File: config.mk
export PLATFORM = sky130hd
export DESIGN_NAME = cacheline_req_sched
export DESIGN_NICKNAME = d
export VERILOG_FILES = /design/src/rtl/cacheline_req_sched_pkg.sv /design/src/rtl/cacheline_req_fifo.sv /design/src/rtl/cacheline_req_sched.sv
export SDC_FILE = /design/constraint.sdc
export NUM_CORES = 1
export LEC_CHECK = 0
export BUFFER_PORTS_ARGS = -buffer_cell sky130_fd_sc_hd__buf_2
export CORE_MARGIN = 4
export CORE_UTILIZATION = 45
export DETAILED_ROUTE_END_ITERATION = 6
export HOLD_SLACK_MARGIN = 0.15
export PLACE_DENSITY = 0.74
export SLEW_MARGIN = 20
export SYNTH_ARGS = -nofsm -noshare
export SYNTH_HDL_FRONTEND = slang
export SYNTH_SLANG_ARGS = --single-unit
File: constraint.sdc
create_clock -name clk -period 3 [get_ports clk]
set_clock_uncertainty 0.05 [all_clocks]
set_input_delay 0.45 -clock clk [delete_from_list [all_inputs] [get_ports clk]]
set_output_delay 0.45 -clock clk [all_outputs]
set_load 0.1 [all_outputs]
File: src/rtl/cacheline_req_sched_pkg.sv
// Shared constants and types for the cacheline request scheduler.
package cacheline_req_sched_pkg;

    // Cacheline geometry: tag/address width and way count of the lookup stage.
    localparam int CL_ADDR_WIDTH = 32;
    localparam int CL_NUM_WAYS   = 8;

    // Scheduler phases: normal issue, quiesce before a domain switch, and the
    // single cycle in which os_req is presented to the cacheline.
    typedef enum logic [1:0] {
        ST_RUN    = 2'd0,
        ST_DRAIN  = 2'd1,
        ST_SWITCH = 2'd2
    } sched_state_e;

endpackage : cacheline_req_sched_pkg

File: src/rtl/cacheline_req_fifo.sv
// Small request queue. The pointers carry one extra MSB so that full and
// empty can be told apart without a separate occupancy counter. The head
// entry is visible combinationally, so a pop can be issued in the same cycle.
module cacheline_req_fifo #(
    parameter int WIDTH = 8,
    parameter int DEPTH = 4
) (
    input  logic             clk,
    input  logic             reset,
    input  logic             push,
    input  logic [WIDTH-1:0] push_data,
    input  logic             pop,
    output logic [WIDTH-1:0] pop_data,
    output logic             empty,
    output logic             full
);

    localparam int AW = $clog2(DEPTH);
    localparam logic [AW:0] PTR_ONE = {{AW{1'b0}}, 1'b1};

    logic [AW:0]      wr_ptr_q, wr_ptr_d;
    logic [AW:0]      rd_ptr_q, rd_ptr_d;
    logic [WIDTH-1:0] mem_q [DEPTH];
    logic             push_ok;
    logic             pop_ok;

    assign empty    = (wr_ptr_q == rd_ptr_q);
    assign full     = (wr_ptr_q[AW] != rd_ptr_q[AW]) &&
                      (wr_ptr_q[AW-1:0] == rd_ptr_q[AW-1:0]);
    // A full queue refuses a push even when a pop frees a slot this cycle.
    assign push_ok  = push && !full;
    assign pop_ok   = pop && !empty;
    assign pop_data = mem_q[rd_ptr_q[AW-1:0]];

    // Next pointer values.
    always_comb begin
        wr_ptr_d = wr_ptr_q;
        rd_ptr_d = rd_ptr_q;
        if (push_ok) begin
            wr_ptr_d = wr_ptr_q + PTR_ONE;
        end
        if (pop_ok) begin
            rd_ptr_d = rd_ptr_q + PTR_ONE;
        end
    end

    // Pointer registers; reset empties the queue.
    always_ff @(posedge clk) begin
        if (reset) begin
            wr_ptr_q <= '0;
            rd_ptr_q <= '0;
        end else begin
            wr_ptr_q <= wr_ptr_d;
            rd_ptr_q <= rd_ptr_d;
        end
    end

    // Storage array; contents need no reset because the pointers gate them.
    always_ff @(posedge clk) begin
        if (push_ok) begin
            mem_q[wr_ptr_q[AW-1:0]] <= push_data;
        end
    end

endmodule : cacheline_req_fifo

File: src/rtl/cacheline_req_sched.sv
// Request scheduler in front of the cacheline lookup stage. Queues user
// lookups, drives os_req/hitmap/user_req/addr, sequences domain switches
// (quiesce, one os_req cycle, resume) and keeps per-domain hit/miss counts.
module cacheline_req_sched
    import cacheline_req_sched_pkg::*;
#(
    parameter int ADDR_WIDTH = CL_ADDR_WIDTH,
    parameter int NUM_WAYS   = CL_NUM_WAYS,
    parameter int FIFO_DEPTH = 4,
    parameter int ID_WIDTH   = 4,
    parameter int CNT_WIDTH  = 16
) (
    input  logic                  clk,
    input  logic                  reset,
    input  logic                  os_valid,
    input  logic [NUM_WAYS-1:0]   os_hitmap,
    output logic                  os_ready,
    output logic                  os_err,
    input  logic                  user_valid,
    input  logic [ADDR_WIDTH-1:0] user_addr,
    input  logic [ID_WIDTH-1:0]   user_id,
    output logic                  user_ready,
    output logic                  os_req,
    output logic [NUM_WAYS-1:0]   hitmap,
    output logic                  user_req,
    output logic [ADDR_WIDTH-1:0] addr,
    input  logic                  hit,
    output logic                  resp_valid,
    output logic                  resp_hit,
    output logic [ID_WIDTH-1:0]   resp_id,
    output logic                  domain_valid,
    output logic [CNT_WIDTH-1:0]  hit_cnt,
    output logic [CNT_WIDTH-1:0]  miss_cnt
);

    localparam int FW = ADDR_WIDTH + ID_WIDTH;
    localparam logic [CNT_WIDTH-1:0] CNT_ONE = {{(CNT_WIDTH-1){1'b0}}, 1'b1};
    localparam logic [CNT_WIDTH-1:0] CNT_MAX = '1;

    sched_state_e          state_q, state_d;
    logic [NUM_WAYS-1:0]   pend_hitmap_q, pend_hitmap_d;
    logic                  os_req_q, os_req_d;
    logic [NUM_WAYS-1:0]   hitmap_q, hitmap_d;
    logic                  os_err_q, os_err_d;
    logic                  domain_valid_q, domain_valid_d;
    logic                  user_req_q, user_req_d;
    logic [ADDR_WIDTH-1:0] addr_q, addr_d;
    logic [ID_WIDTH-1:0]   id_q, id_d;
    logic                  resp_valid_q, resp_valid_d;
    logic [ID_WIDTH-1:0]   resp_id_q, resp_id_d;
    logic [CNT_WIDTH-1:0]  hit_cnt_q, hit_cnt_d;
    logic [CNT_WIDTH-1:0]  miss_cnt_q, miss_cnt_d;

    logic                  fifo_push;
    logic                  fifo_pop;
    logic [FW-1:0]         fifo_head;
    logic                  fifo_empty;
    logic                  fifo_full;

    // Handshakes. OS commands win over user lookups in the same cycle, and
    // nothing is accepted while reset is held.
    assign os_ready   = (state_q == ST_RUN) && !reset;
    assign user_ready = (state_q == ST_RUN) && !fifo_full && domain_valid_q &&
                        !os_valid && !reset;
    assign fifo_push  = user_valid && user_ready;
    // Keep issuing during DRAIN so the switch waits only for real work.
    assign fifo_pop   = (state_q != ST_SWITCH) && !fifo_empty;

    cacheline_req_fifo #(
        .WIDTH (FW),
        .DEPTH (FIFO_DEPTH)
    ) u_fifo (
        .clk       (clk),
        .reset     (reset),
        .push      (fifo_push),
        .push_data ({user_addr, user_id}),
        .pop       (fifo_pop),
        .pop_data  (fifo_head),
        .empty     (fifo_empty),
        .full      (fifo_full)
    );

    // FSM, issue stage, response stage and counters next-state logic.
    always_comb begin
        state_d        = state_q;
        pend_hitmap_d  = pend_hitmap_q;
        os_req_d       = 1'b0;
        hitmap_d       = hitmap_q;
        os_err_d       = 1'b0;
        domain_valid_d = domain_valid_q;
        user_req_d     = 1'b0;
        addr_d         = addr_q;
        id_d           = id_q;
        resp_valid_d   = user_req_q;
        resp_id_d      = id_q;
        hit_cnt_d      = hit_cnt_q;
        miss_cnt_d     = miss_cnt_q;

        // Issue the queue head to the cacheline.
        if (fifo_pop) begin
            user_req_d = 1'b1;
            addr_d     = fifo_head[FW-1:ID_WIDTH];
            id_d       = fifo_head[ID_WIDTH-1:0];
        end

        // Count completed lookups, holding at all-ones.
        if (resp_valid_q) begin
            if (hit) begin
                if (hit_cnt_q != CNT_MAX) begin
                    hit_cnt_d = hit_cnt_q + CNT_ONE;
                end
            end else begin
                if (miss_cnt_q != CNT_MAX) begin
                    miss_cnt_d = miss_cnt_q + CNT_ONE;
                end
            end
        end

        case (state_q)
            ST_RUN: begin
                if (os_valid) begin
                    if (os_hitmap != '0) begin
                        pend_hitmap_d = os_hitmap;
                        state_d       = ST_DRAIN;
                    end else begin
                        // An empty way mask is meaningless; drop it and flag it.
                        os_err_d = 1'b1;
                    end
                end
            end
            ST_DRAIN: begin
                // Switch only once nothing is queued, issued or awaiting a result.
                if (fifo_empty && !user_req_q && !resp_valid_q) begin
                    state_d  = ST_SWITCH;
                    os_req_d = 1'b1;
                    hitmap_d = pend_hitmap_q;
                end
            end
            ST_SWITCH: begin
                state_d        = ST_RUN;
                domain_valid_d = 1'b1;
                hit_cnt_d      = '0;
                miss_cnt_d     = '0;
            end
            default: begin
                state_d = ST_RUN;
            end
        endcase
    end

    // State registers; reset drops all queued and in-flight work.
    always_ff @(posedge clk) begin
        if (reset) begin
            state_q        <= ST_RUN;
            pend_hitmap_q  <= '0;
            os_req_q       <= 1'b0;
            hitmap_q       <= '0;
            os_err_q       <= 1'b0;
            domain_valid_q <= 1'b0;
            user_req_q     <= 1'b0;
            addr_q         <= '0;
            id_q           <= '0;
            resp_valid_q   <= 1'b0;
            resp_id_q      <= '0;
            hit_cnt_q      <= '0;
            miss_cnt_q     <= '0;
        end else begin
            state_q        <= state_d;
            pend_hitmap_q  <= pend_hitmap_d;
            os_req_q       <= os_req_d;
            hitmap_q       <= hitmap_d;
            os_err_q       <= os_err_d;
            domain_valid_q <= domain_valid_d;
            user_req_q     <= user_req_d;
            addr_q         <= addr_d;
            id_q           <= id_d;
            resp_valid_q   <= resp_valid_d;
            resp_id_q      <= resp_id_d;
            hit_cnt_q      <= hit_cnt_d;
            miss_cnt_q     <= miss_cnt_d;
        end
    end

    assign os_req       = os_req_q;
    assign hitmap       = hitmap_q;
    assign os_err       = os_err_q;
    assign domain_valid = domain_valid_q;
    assign user_req     = user_req_q;
    assign addr         = addr_q;
    assign resp_valid   = resp_valid_q;
    // The cacheline returns hit in the cycle after user_req, which is the
    // cycle the response stage is valid, so it is passed straight through.
    assign resp_hit     = resp_valid_q & hit;
    assign resp_id      = resp_id_q;
    assign hit_cnt      = hit_cnt_q;
    assign miss_cnt     = miss_cnt_q;

endmodule : cacheline_req_sched

# [Yosys cells after proc, flatten, opt, wreduce, memory -nomap -nowiden]
# Memories as Yosys holds them, arrays and structs flattened. A register that Yosys moved wholly into a read port is not among the register bits.
# Cells that the tools add are included.
[op_classes] n_eq_ne=11 n_addsub=4 n_reduce_logical=28 n_mux=9 bitwise=5
[op_table] op="16-bit by 1-bit adder with 16-bit output (second input constant)" n=2
[op_table] op="16-bit != test (second input constant)" n=2
[op_table] op="1-bit logical AND" n=12
[op_table] op="3-bit AND reduction" n=4
[op_table] op="8-bit nonzero test" n=1
[op_table] op="3-bit by 1-bit adder with 3-bit output (second input constant)" n=2
[op_table] op="1-bit zero test" n=6
[op_table] op="2-bit 2-to-1 mux" n=3
[op_table] op="2-bit != test (second input constant)" n=3
[op_table] op="1-bit 2-to-1 mux" n=5
[op_table] op="1-bit NOT" n=4
[op_table] op="2-bit case mux with 2 select lines" n=1
[op_table] op="2-bit OR reduction" n=2
[op_table] op="3-bit == test" n=1
[op_table] op="3-bit OR reduction" n=1
[op_table] op="2-bit by 1-bit == test with 1-bit output (second input constant)" n=1
[op_table] op="2-bit == test" n=1
[op_table] op="2-bit == test (second input constant)" n=1
[op_table] op="2-bit zero test" n=1
[op_table] op="2-bit by 1-bit != test with 1-bit output (second input constant)" n=1
[op_table] op="2-bit AND reduction" n=1
[op_table] op="1-bit bitwise AND" n=1
[op_table] op="1-bit != test" n=1
[word_totals] input_bits=49 mem_bits_rw=144 out_inout_bits=84 memories=1 word_cells=71 regBits=65
[mem_list] memory="u_fifo.mem_q" words=4 word_bits=36 rd=1 rd_ports_with_merged_regs=1 write_ports=1 line="cacheline_req_fifo.sv:23" source="logic [WIDTH-1:0] mem_q [DEPTH];"

# [Logic depth before layout (Yosys ltp)]
# Gate-level depths: netlist (run 1).
[logic_depth] ltp_word=11 mapped_depth=6 depth_no_buf=5

# [Cells and area by module]
# A second synthesis (run 1) with hierarchy kept.
[hier_totals] hier_cells=682 area_unflattened_um2=9495.4
[modules_own_cells] module="cacheline_req_fifo" area_each_um2=5760.5 n_inst=1 cells_per_inst=256
[modules_own_cells] module="cacheline_req_sched" area_each_um2=3734.8 n_inst=1 cells_per_inst=426

# [Worst setup path after synthesis (run 1)]
# Ideal clock, no wire load.
[synth_path] path_type="reg-to-reg" startpoint="register domain_valid_q (netlist: domain_valid)" endpoint="memory u_fifo.mem_q[1][0] (netlist name) (enable)" path_stages_with_launch=4 setup_time_ns=0.397 arrival_time_ns=3.831 path_slack_ns=-1.278 period_less_slack_ns=4.278 path_cell_list="dfxtp_1 > nand2b_1 > a311oi_2 > and3_1"
[synth_between] elab_chain_len=7
[synth_lines] item="start: declaration" line="cacheline_req_sched.sv:45" source="logic domain_valid_q, domain_valid_d;"
[synth_lines] item="start signal: assignment" line="cacheline_req_sched.sv:173" source="domain_valid_q <= domain_valid_d;"
[synth_lines] item="1-bit logical AND (2 in a row)" line="cacheline_req_sched.sv:63" source="assign user_ready = (state_q == ST_RUN) && !fifo_full && domain_valid_q &&"
[synth_lines] item="1-bit logical AND" line="cacheline_req_sched.sv:64" source="!os_valid && !reset;"
[synth_lines] item="via user_ready" line="cacheline_req_sched.sv:22" source="output logic user_ready,"
[synth_lines] item="1-bit logical AND" line="cacheline_req_sched.sv:65" source="assign fifo_push = user_valid && user_ready;"
[synth_lines] item="1-bit logical AND" line="cacheline_req_fifo.sv:31" source="assign push_ok = push && !full;"
[synth_lines] item="1-bit 2-to-1 mux" line="cacheline_req_fifo.sv:60" source="if (push_ok) begin"
[synth_lines] item="1-bit 2-to-1 mux (implied by the code)" line="cacheline_req_fifo.sv:61" source="mem_q[wr_ptr_q[AW-1:0]] <= push_data;"
[synth_lines] item="end: declaration" line="cacheline_req_fifo.sv:23"
# The timed path passes the listed nets, and every way through them passes these cells.

# [Final worst setup path (run 1)]
[layout_path] startpoint="register state_q[1]" endpoint="output port user_ready"
[layout_between] elab_chain_len=5
[layout_lines] item="start: declaration" line="cacheline_req_sched.sv:40" source="sched_state_e state_q, state_d;"
[layout_lines] item="start signal: assignment" line="cacheline_req_sched.sv:168" source="state_q <= state_d;"
[layout_lines] item="2-bit zero test" line="cacheline_req_sched.sv:63"
[layout_lines] item="1-bit logical AND (3 in a row)" line="cacheline_req_sched.sv:63"
[layout_lines] item="1-bit logical AND" line="cacheline_req_sched.sv:64"
[layout_lines] item="end: declaration" line="cacheline_req_sched.sv:22"
# Every way passes these cells.

==> out/results.md, run 1 <==
• Clock power frac: 34.0%
• buffers added on ports: 132
• global-route wire length before repair: 31,500 µm
• final worst path period share: 86.2%
• count of warnings emitted by yosys: 0
• register-to-register path setup slack: 0.58 ns
• net switching power: 0.00279 W
• critical path cell sequence: or3_1, a311oi_4, buf_12
• WS Path Type: reg2out
• boundary pin count: 133
• filler cell count in the final layout: 1,599
• pin count of the biggest net entering global routing: 69
• most frequent cells in the layout: edfxtp_1 (144), buf_2 (131), dfxtp_1 (98)
• areal power density over the cells: 764 mW/mm²
• result of the run: completed
• Synth Register Bits: 245
• launching element type of the critical path: flop
• Area growth, synth to finish: 24.9%
• maximum clock path buffer count: 3
• remaining routing DRC violations: 0
• final cell utilization of the core: 57.5%
• gate family responsible for the most delay along the worst path: compound AO/OA/AOI/OAI gates
• net count of the mapped netlist: 686
• number of instances in the synthesized netlist: 630
• number of enable-type register cells in the synthesized netlist: 144
• final setup fails: 0
• Sequential Power Share: 42.6%
• Final Hold Fails: 0
• setup repair after global routing missed its margin: false
• TritonCTS clock tree: built
• min cycle time layout: 2.59 ns
• initial antenna violation count: 2
• area of the mapped netlist: 0.00938 mm²
• register area share after synthesis: 67.7%
• Post-Synthesis Mean Instance Area: 14.9 µm²
• logic depth of the worst setup path including buffers: 3
• worst skew pair latency: 0.53 ns
• max-cap violations: 0
• Sw Share: 31.2%
• depth of the worst hold-timing path: 3
• Power Internal: 0.00616 W
• post-layout total power: 0.00895 W
• maximum clock frequency: 387 MHz
• Reg area: 0.00635 mm²
• Die ar.: 0.0232 mm²
• total placed cells including tap cells: 1,021
• final net count: 879
• root buffer cell: clkbuf_16
• routability cong.: 0.788
• commonest non-fill, non-tap cell in the layout: edfxtp_1
• post-CTS resize count: 0
• antenna violation net count after detailed routing: 0
• total gr overflow: 0
• count of H-tree levels built during CTS: 1
• clock input transition at the sequential cells of the worst setup and hold paths: 0.06 ns
• global-route usage over all layers: 16.5%
• drt first-iter violations: 346
• share of cells above drive strength 1: 28.0%
• worst min path class: in2reg
• data arrival time of the critical path: 2.09 ns
• kind of capture point of the worst setup path: output pin
• Worst R2R Start: state_q[1]$_SDFFE_PP0P_
• starting utilization of the core area: 46.0%
• share of synthesized registers carrying an async set or reset: 0%
• Worst-Margin Slew: 0.749 ns
• number of buffers added to fix hold violations after cts: 45
• maximum resistive drop on vdd: 0.637 mV
• height of the die: 152 µm
• Pleak: 4.28 nW
• final hold slack: 0.215 ns
• number of buffer and inverter stages on the critical path: 1
• standard-cell row count: 52
• power share of the combinational group: 23.5%
• total wire length after detailed routing: 19,800 µm
• area of the core: 0.0204 mm²
• Vias per Instance: 5.35
• number of buffers created by CTS: 25
• CP required: 2.50 ns
• count of pins over their slew limit: 0
• area of the multi-input gates: 0.00290 mm²
• total via count in the routed design: 5,961
• number of global-route vias before repair: 5,903
• length in cells of the worst reg-to-reg path: 4
• startpoint of the lowest-slack hold path: user_valid
• number of distinct library cell variants in the gate-level netlist after synthesis: 50
• first-pass iteration count of the detailed router: 5
• library cell contributing the largest single delay on the critical path: a311oi_4
• clk sinks: 245
• average wire length per cell after detail routing: 17.8 µm
• Slew headroom: 50.0%
• Die Width: 152 µm
• number of buffers inserted to repair setup after CTS: 0
• Synth Flop Type: edfxtp_1
• non-filler cells in the finished layout: 1,114
• origin of the worst setup path: state_q[1]$_SDFFE_PP0P_
• DP Wirelength: 12,500 µm
• CP Max Fanout: 10
• CP peak stage delay: 0.54 ns
worst register-to-register path, delay by kind of cell (launching register included):
family,cells,cell delay (ns)
AO/OA/AOI/OAI,1,0.54
flip-flops,1,0.34
buffers and inverters,1,0.25
AND/OR/NAND/NOR,2,0.96
cell type report:
type,instances,area share [%]
clock inverters,13,1.08
clock buffers,33,5.88
repair buffers,193,10.7
multi-input cells,346,24.8
inverters,12,0.384
well taps,270,2.88
diodes,2,0.0427
flip-flops and latches,245,54.2
layer usage:
metal / share of wire, % / up-vias / wire [µm] / global-route usage, %
met1: 43 / 2868 / 8470 / 22.6
met5: 0 / - / 0 / 0
li1: - / 2836 / - / -
met3: 7.0 / 39 / 1380 / 3.61
met4: 2.4 / 0 / 466 / 4.37
met2: 48 / 218 / 9480 / 26.9
flip-flops by register name (all words and copies together), names as in the netlist:
name / count
addr: 32
domain_valid: 1
hit_cnt: 16
hitmap: 8
id_q: 4
miss_cnt: 16
os_err: 1
os_req: 1
pend_hitmap_q: 8
resp_id: 4
resp_valid: 1
state_q: 2
u_fifo.mem_q: 144
u_fifo.rd_ptr_q: 3
u_fifo.wr_ptr_q: 3
user_req: 1
cell families after synthesis:
logic type | Yosys count | share of synthesized area (%)
xor+xnor | 5 | 0.467
mux | 85 | 13.9
buf+inv | 39 | 1.71
flops | 245 | 67.7
simple gates | 171 | 9.78
compound gates | 78 | 5.56
fa+ha+maj | 7 | 0.934
synth_stat cells, drive strengths merged (2+ instances only):
master | number | area, µm²
a31oi | 3 | 18.8
nand4 | 12 | 75.1
o21ai | 12 | 60.1
o31ai | 12 | 90.1
a21oi | 26 | 130
inv | 12 | 45.0
o41ai | 4 | 35.0
nor4b | 3 | 26.3
nor2 | 61 | 229
dfxtp | 101 | 2020
buf | 11 | 55.1
clkbuf | 16 | 60.1
edfxtp | 144 | 4320
nand3 | 16 | 80.1
nor3 | 6 | 30.0
nand2 | 13 | 51.3
and2 | 2 | 12.5
nor4 | 4 | 31.3
or3 | 13 | 86.3
o211a | 2 | 20.0
ha | 7 | 87.6
and4 | 6 | 52.6
mux2i | 49 | 490
o211ai | 3 | 22.5
nand2b | 4 | 25.0
or2 | 3 | 18.8
or4 | 11 | 82.6
mux4 | 36 | 811
nor2b | 6 | 37.5
o311ai | 5 | 43.8
xnor2 | 4 | 35.0
o22a | 4 | 35.0
and3 | 7 | 43.8
power by group through the flow:
stage	clock (W)	combinational, W	sequential (W)
after global placement	0	0.00206	0.00387
after CTS	0.00310	0.00213	0.00381
final	0.00304	0.00210	0.00381
after floorplan	0	0.000890	0.00468
after detailed placement	0	0.00208	0.00387
after global routing	0.00325	0.00223	0.00382
worst paths after layout:
path / to
setup / recovery: user_ready
hold / removal: u_fifo.wr_ptr_q[0]$_SDFFE_PP0P_
setup reg to reg: u_fifo.mem_q[2][6]$_DFFE_PP_
hold reg to reg: resp_id[1]$_SDFF_PP0_
through the flow:
step / worst slack [ns] / instance area [µm²] / setup TNS (ns)
floorplan: -0.103 / 9400 / -14.77
global placement: 0.422 / 10400 / 0
detailed placement: 0.408 / 10400 / 0
CTS: 0.402 / 11700 / 0
global route: 0.301 / 11700 / 0
finish: 0.414 / 11700 / 0
No activity file was read; power rests on OpenSTA's default activity.
==> inputs of run 2 (changes only) <==
--- a/config.mk
+++ b/config.mk
@@ -14,4 +14,5 @@
 export SLEW_MARGIN = 20
 export SYNTH_ARGS = -nofsm -noshare
 export SYNTH_HDL_FRONTEND = slang
+export SYNTH_HIERARCHICAL = 1
 export SYNTH_SLANG_ARGS = --single-unit
==> out/results.md, run 2 <==
• length of routed met3 wiring: 1500 µm, was 1380 µm
• CP required: 2.50 ns, about the same
• most common cell in the synthesized netlist: edfxtp_1, unchanged
• non-filler cells in the finished layout: 1,155, was 1,114
• CP Max Fanout: 6, was 10
• Die ar.: 0.0235 mm², was 0.0232 mm²
• max-cap violations: 0, unchanged
• WS Path Type: reg2out, unchanged
• first-pass iteration count of the detailed router: 5, unchanged
• number of instances in the synthesized netlist: 682, was 630
• count of warnings emitted by yosys: 6, was 0
• final hold slack: 0.168 ns, was 0.215 ns
• count of pins over their slew limit: 0, unchanged
• maximum resistive drop on vdd: 0.652 mV, was 0.637 mV
• initial antenna violation count: 0, was 2
• critical path cell sequence: xnor2_1, nor2_1, nor2_1, and3_4, buf_2, was or3_1, a311oi_4, buf_12
• launching element type of the critical path: flop, unchanged
• drt first-iter violations: 424, was 346
• kind of capture point of the worst setup path: output pin, unchanged
• standard-cell row count: 52, unchanged
• total placed cells including tap cells: 1,064, was 1,021
• clk sinks: 247, was 245
• min cycle time layout: 2.65 ns, was 2.59 ns
• final cell utilization of the core: 57.2%, was 57.5%
• height of the die: 153 µm, was 152 µm
• Die Width: 153 µm, was 152 µm
• setup repair after global routing missed its margin: false, unchanged
• standard cell area after detailed placement: 0.0105 mm², was 0.0104 mm²
• gate family responsible for the most delay along the worst path: XOR/XNOR gates, was compound AO/OA/AOI/OAI gates
• most frequent cells in the layout: edfxtp_1 (144), buf_2 (132), dfxtp_1 (101), was edfxtp_1 (144), buf_2 (131), dfxtp_1 (98)
• worst skew pair latency: 0.52 ns, was 0.53 ns
• global-route wire length before repair: 32,400 µm, was 31,500 µm
• buffers added on ports: 132, unchanged
• top-area cell type share of the netlist area: 45.5%, was 46.1%
• top cells by area in the synthesized netlist: edfxtp_1 (46%), dfxtp_1 (22%), mux4_2 (8.5%), nand2_1 (3.3%), a21oi_1 (2.3%), was edfxtp_1 (46%), dfxtp_1 (22%), mux4_2 (8.6%), mux2i_1 (5.2%), nor2_1 (2.4%)
• clock input transition at the sequential cells of the worst setup and hold paths: 0.06 ns, about the same
• leading cell types by count after synthesis: edfxtp_1 (144), dfxtp_1 (103), nand2_1 (84), was edfxtp_1 (144), dfxtp_1 (101), nor2_1 (61)
• final setup fails: 0, unchanged
• library cell contributing the largest single delay on the critical path: xnor2_1, was a311oi_4
• TritonCTS clock tree: built, unchanged
• Worst-Margin Slew: 0.747 ns, was 0.749 ns
• remaining routing DRC violations: 0, unchanged
• share of synthesized registers carrying an async set or reset: 0%, unchanged
• maximum clock path buffer count: 3, unchanged
• areal power density over the cells: 669 mW/mm², was 764 mW/mm²
• total via count in the routed design: 6,114, was 5,961
• total wire length after detailed routing: 20,200 µm, was 19,800 µm
• antenna diode count: 0, was 2
• pin count of the biggest net entering global routing: 71, was 69
• number of enable-type register cells in the synthesized netlist: 144, unchanged
• routability cong.: 0.805, was 0.788
• data arrival time of the critical path: 2.15 ns, was 2.09 ns
• register area share after synthesis: 67.3%, was 67.7%
• post-layout total power: 0.00784 W, was 0.00895 W
• final cell area excluding filler cells: 0.0117 mm², about the same
• number of buffer and inverter stages on the critical path: 1, unchanged
• share of cells above drive strength 1: 27.5%, was 28.0%
• boundary pin count: 133, unchanged
• uppermost layer routed: met4, unchanged
• starting utilization of the core area: 46.3%, was 46.0%
• area of the mapped netlist: 0.00950 mm², was 0.00938 mm²
• DP Wirelength: 12,400 µm, was 12,500 µm
• result of the run: completed, unchanged
• Post-Synthesis Mean Instance Area: 13.9 µm², was 14.9 µm²
• number of global-route vias before repair: 6,070, was 5,903
• worst min path class: in2reg, unchanged
• Synth Flop Type: edfxtp_1, unchanged
• routed metal-1 wirelength: 8750 µm, was 8470 µm
• area of the core: 0.0205 mm², was 0.0204 mm²
• post-synthesis cell type with the largest combined area: edfxtp_1, unchanged
• net count of the mapped netlist: 738, was 686
• Pleak: 4.30 nW, was 4.28 nW
• number of distinct library cell variants in the gate-level netlist after synthesis: 58, was 50
• maximum clock frequency: 377 MHz, was 387 MHz
• total gr overflow: 0, unchanged
• commonest non-fill, non-tap cell in the layout: edfxtp_1, unchanged
• length of routed met2 wiring: 9550 µm, was 9480 µm
• number of buffers created by CTS: 26, was 25
• antenna violation net count after detailed routing: 0, unchanged
• CP peak stage delay: 0.47 ns, was 0.54 ns
• final net count: 921, was 879
• Vias per Instance: 5.29, was 5.35
• cell with the most instances on the worst path: nor2_1
• root buffer cell: clkbuf_16, unchanged
• Synth Register Bits: 247, was 245
• final worst path period share: 88.4%, was 86.2%
• max reg flops: 144, unchanged
• global-route usage over all layers: 16.9%, was 16.5%
• Area growth, synth to finish: 23.4%, was 24.9%
• Slew headroom: 50.2%, was 50.0%
• average wire length per cell after detail routing: 17.5 µm, was 17.8 µm
• Final Hold Fails: 0, unchanged
• number of buffers inserted to repair setup after CTS: 0, unchanged
• count of H-tree levels built during CTS: 1, unchanged
==> run 2: changes by cell type in the layout (fill, tap and decap cells not counted), moves of 10 or more <==
| cell | before | now |
|---|---|---|
| xnor2_1 | 4 | 18 |
| or3_1 | 12 | 2 |
| mux2i_1 | 49 | 17 |
| nand2_1 | 12 | 83 |
| o31ai_1 | 12 | 0 |
| a21oi_1 | 26 | 44 |
==> run 2: power by group <==
| group | internal, W | switching [W] |
|---|---|---|
| Clock | 0.00168 | 0.00127 |
| Combinational | 0.000333 | 0.000821 |
| Sequential | 0.00368 | 0.0000596 |
==> run 2: worst paths after layout <==
path | end | startpoint | cells past startpoint | slack, ns
worst min-delay path | pend_hitmap_q[3]$_SDFFE_PP0P_ | os_hitmap[3] | 3 | 0.17
worst max register to register | u_fifo/mem_q[2][33]$_DFFE_PP_ | u_fifo/wr_ptr_q[2]$_SDFFE_PP0P_ | 8 | 0.40
worst max-delay path | user_ready | u_fifo/wr_ptr_q[2]$_SDFFE_PP0P_ | 5 | 0.35
worst min register to register | addr[12]$_SDFFE_PP0P_ | addr[12]$_SDFFE_PP0P_ | 2 | 0.40
==> run 2: worst min-delay path, delay by kind of cell <==
family	cells	cell delay, ns
buffers and inverters	1	0.09
muxes	1	0.07
and+or+nand+nor	1	0.09
==> run 2: final cells by class <==
type | instances | area (µm²)
Fill cell | 1616 | 8780
Sequential cell | 247 | 6390
Multi-Input combinational cell | 393 | 2960
Timing Repair Buffer | 185 | 1190
Clock buffer | 37 | 722
Tap cell | 270 | 338
Clock inverter | 11 | 73.8
Inverter | 12 | 45.0
==> run 2: routing by layer <==
| layer | vias to the layer above | global-route usage [%] |
|---|---|---|
| li1 | 2900 | - |
| met5 | - | 0 |
| met4 | 0 | 4.75 |
| met2 | 239 | 27.3 |
| met3 | 35 | 3.42 |
| met1 | 2940 | 23.5 |
==> run 2: repair_timing <==
action,4_1_cts,5_1_grt
hold endpoints to repair,151,0
hold buffers,43,0
setup endpoints to repair,0,0
resized for setup,0,0
==> run 2: logic make-up (layout without fill, tap and decap cells) <==
logic type                 after synthesis  in the layout  share of synthesized area [%]
adders and majority gates                7              7                          0.922
DFF                                    247            247                           67.3
buffers and inverters                   42            245                           2.20
and+or+nand+nor                        225            225                           11.6
muxes                                   54             54                           10.4
xor gates and xnor gates                22             22                           2.03
AOI/OAI and AO/OA                       85             85                           5.49
==> run 2: metrics by stage <==
stage	setup TNS, ns	worst slack (ns)
2_1_floorplan	-12.40	-0.218
3_3_place_gp	0	0.494
3_5_place_dp	0	0.407
4_1_cts	0	0.327
5_1_grt	0	0.218
6_report	0	0.348
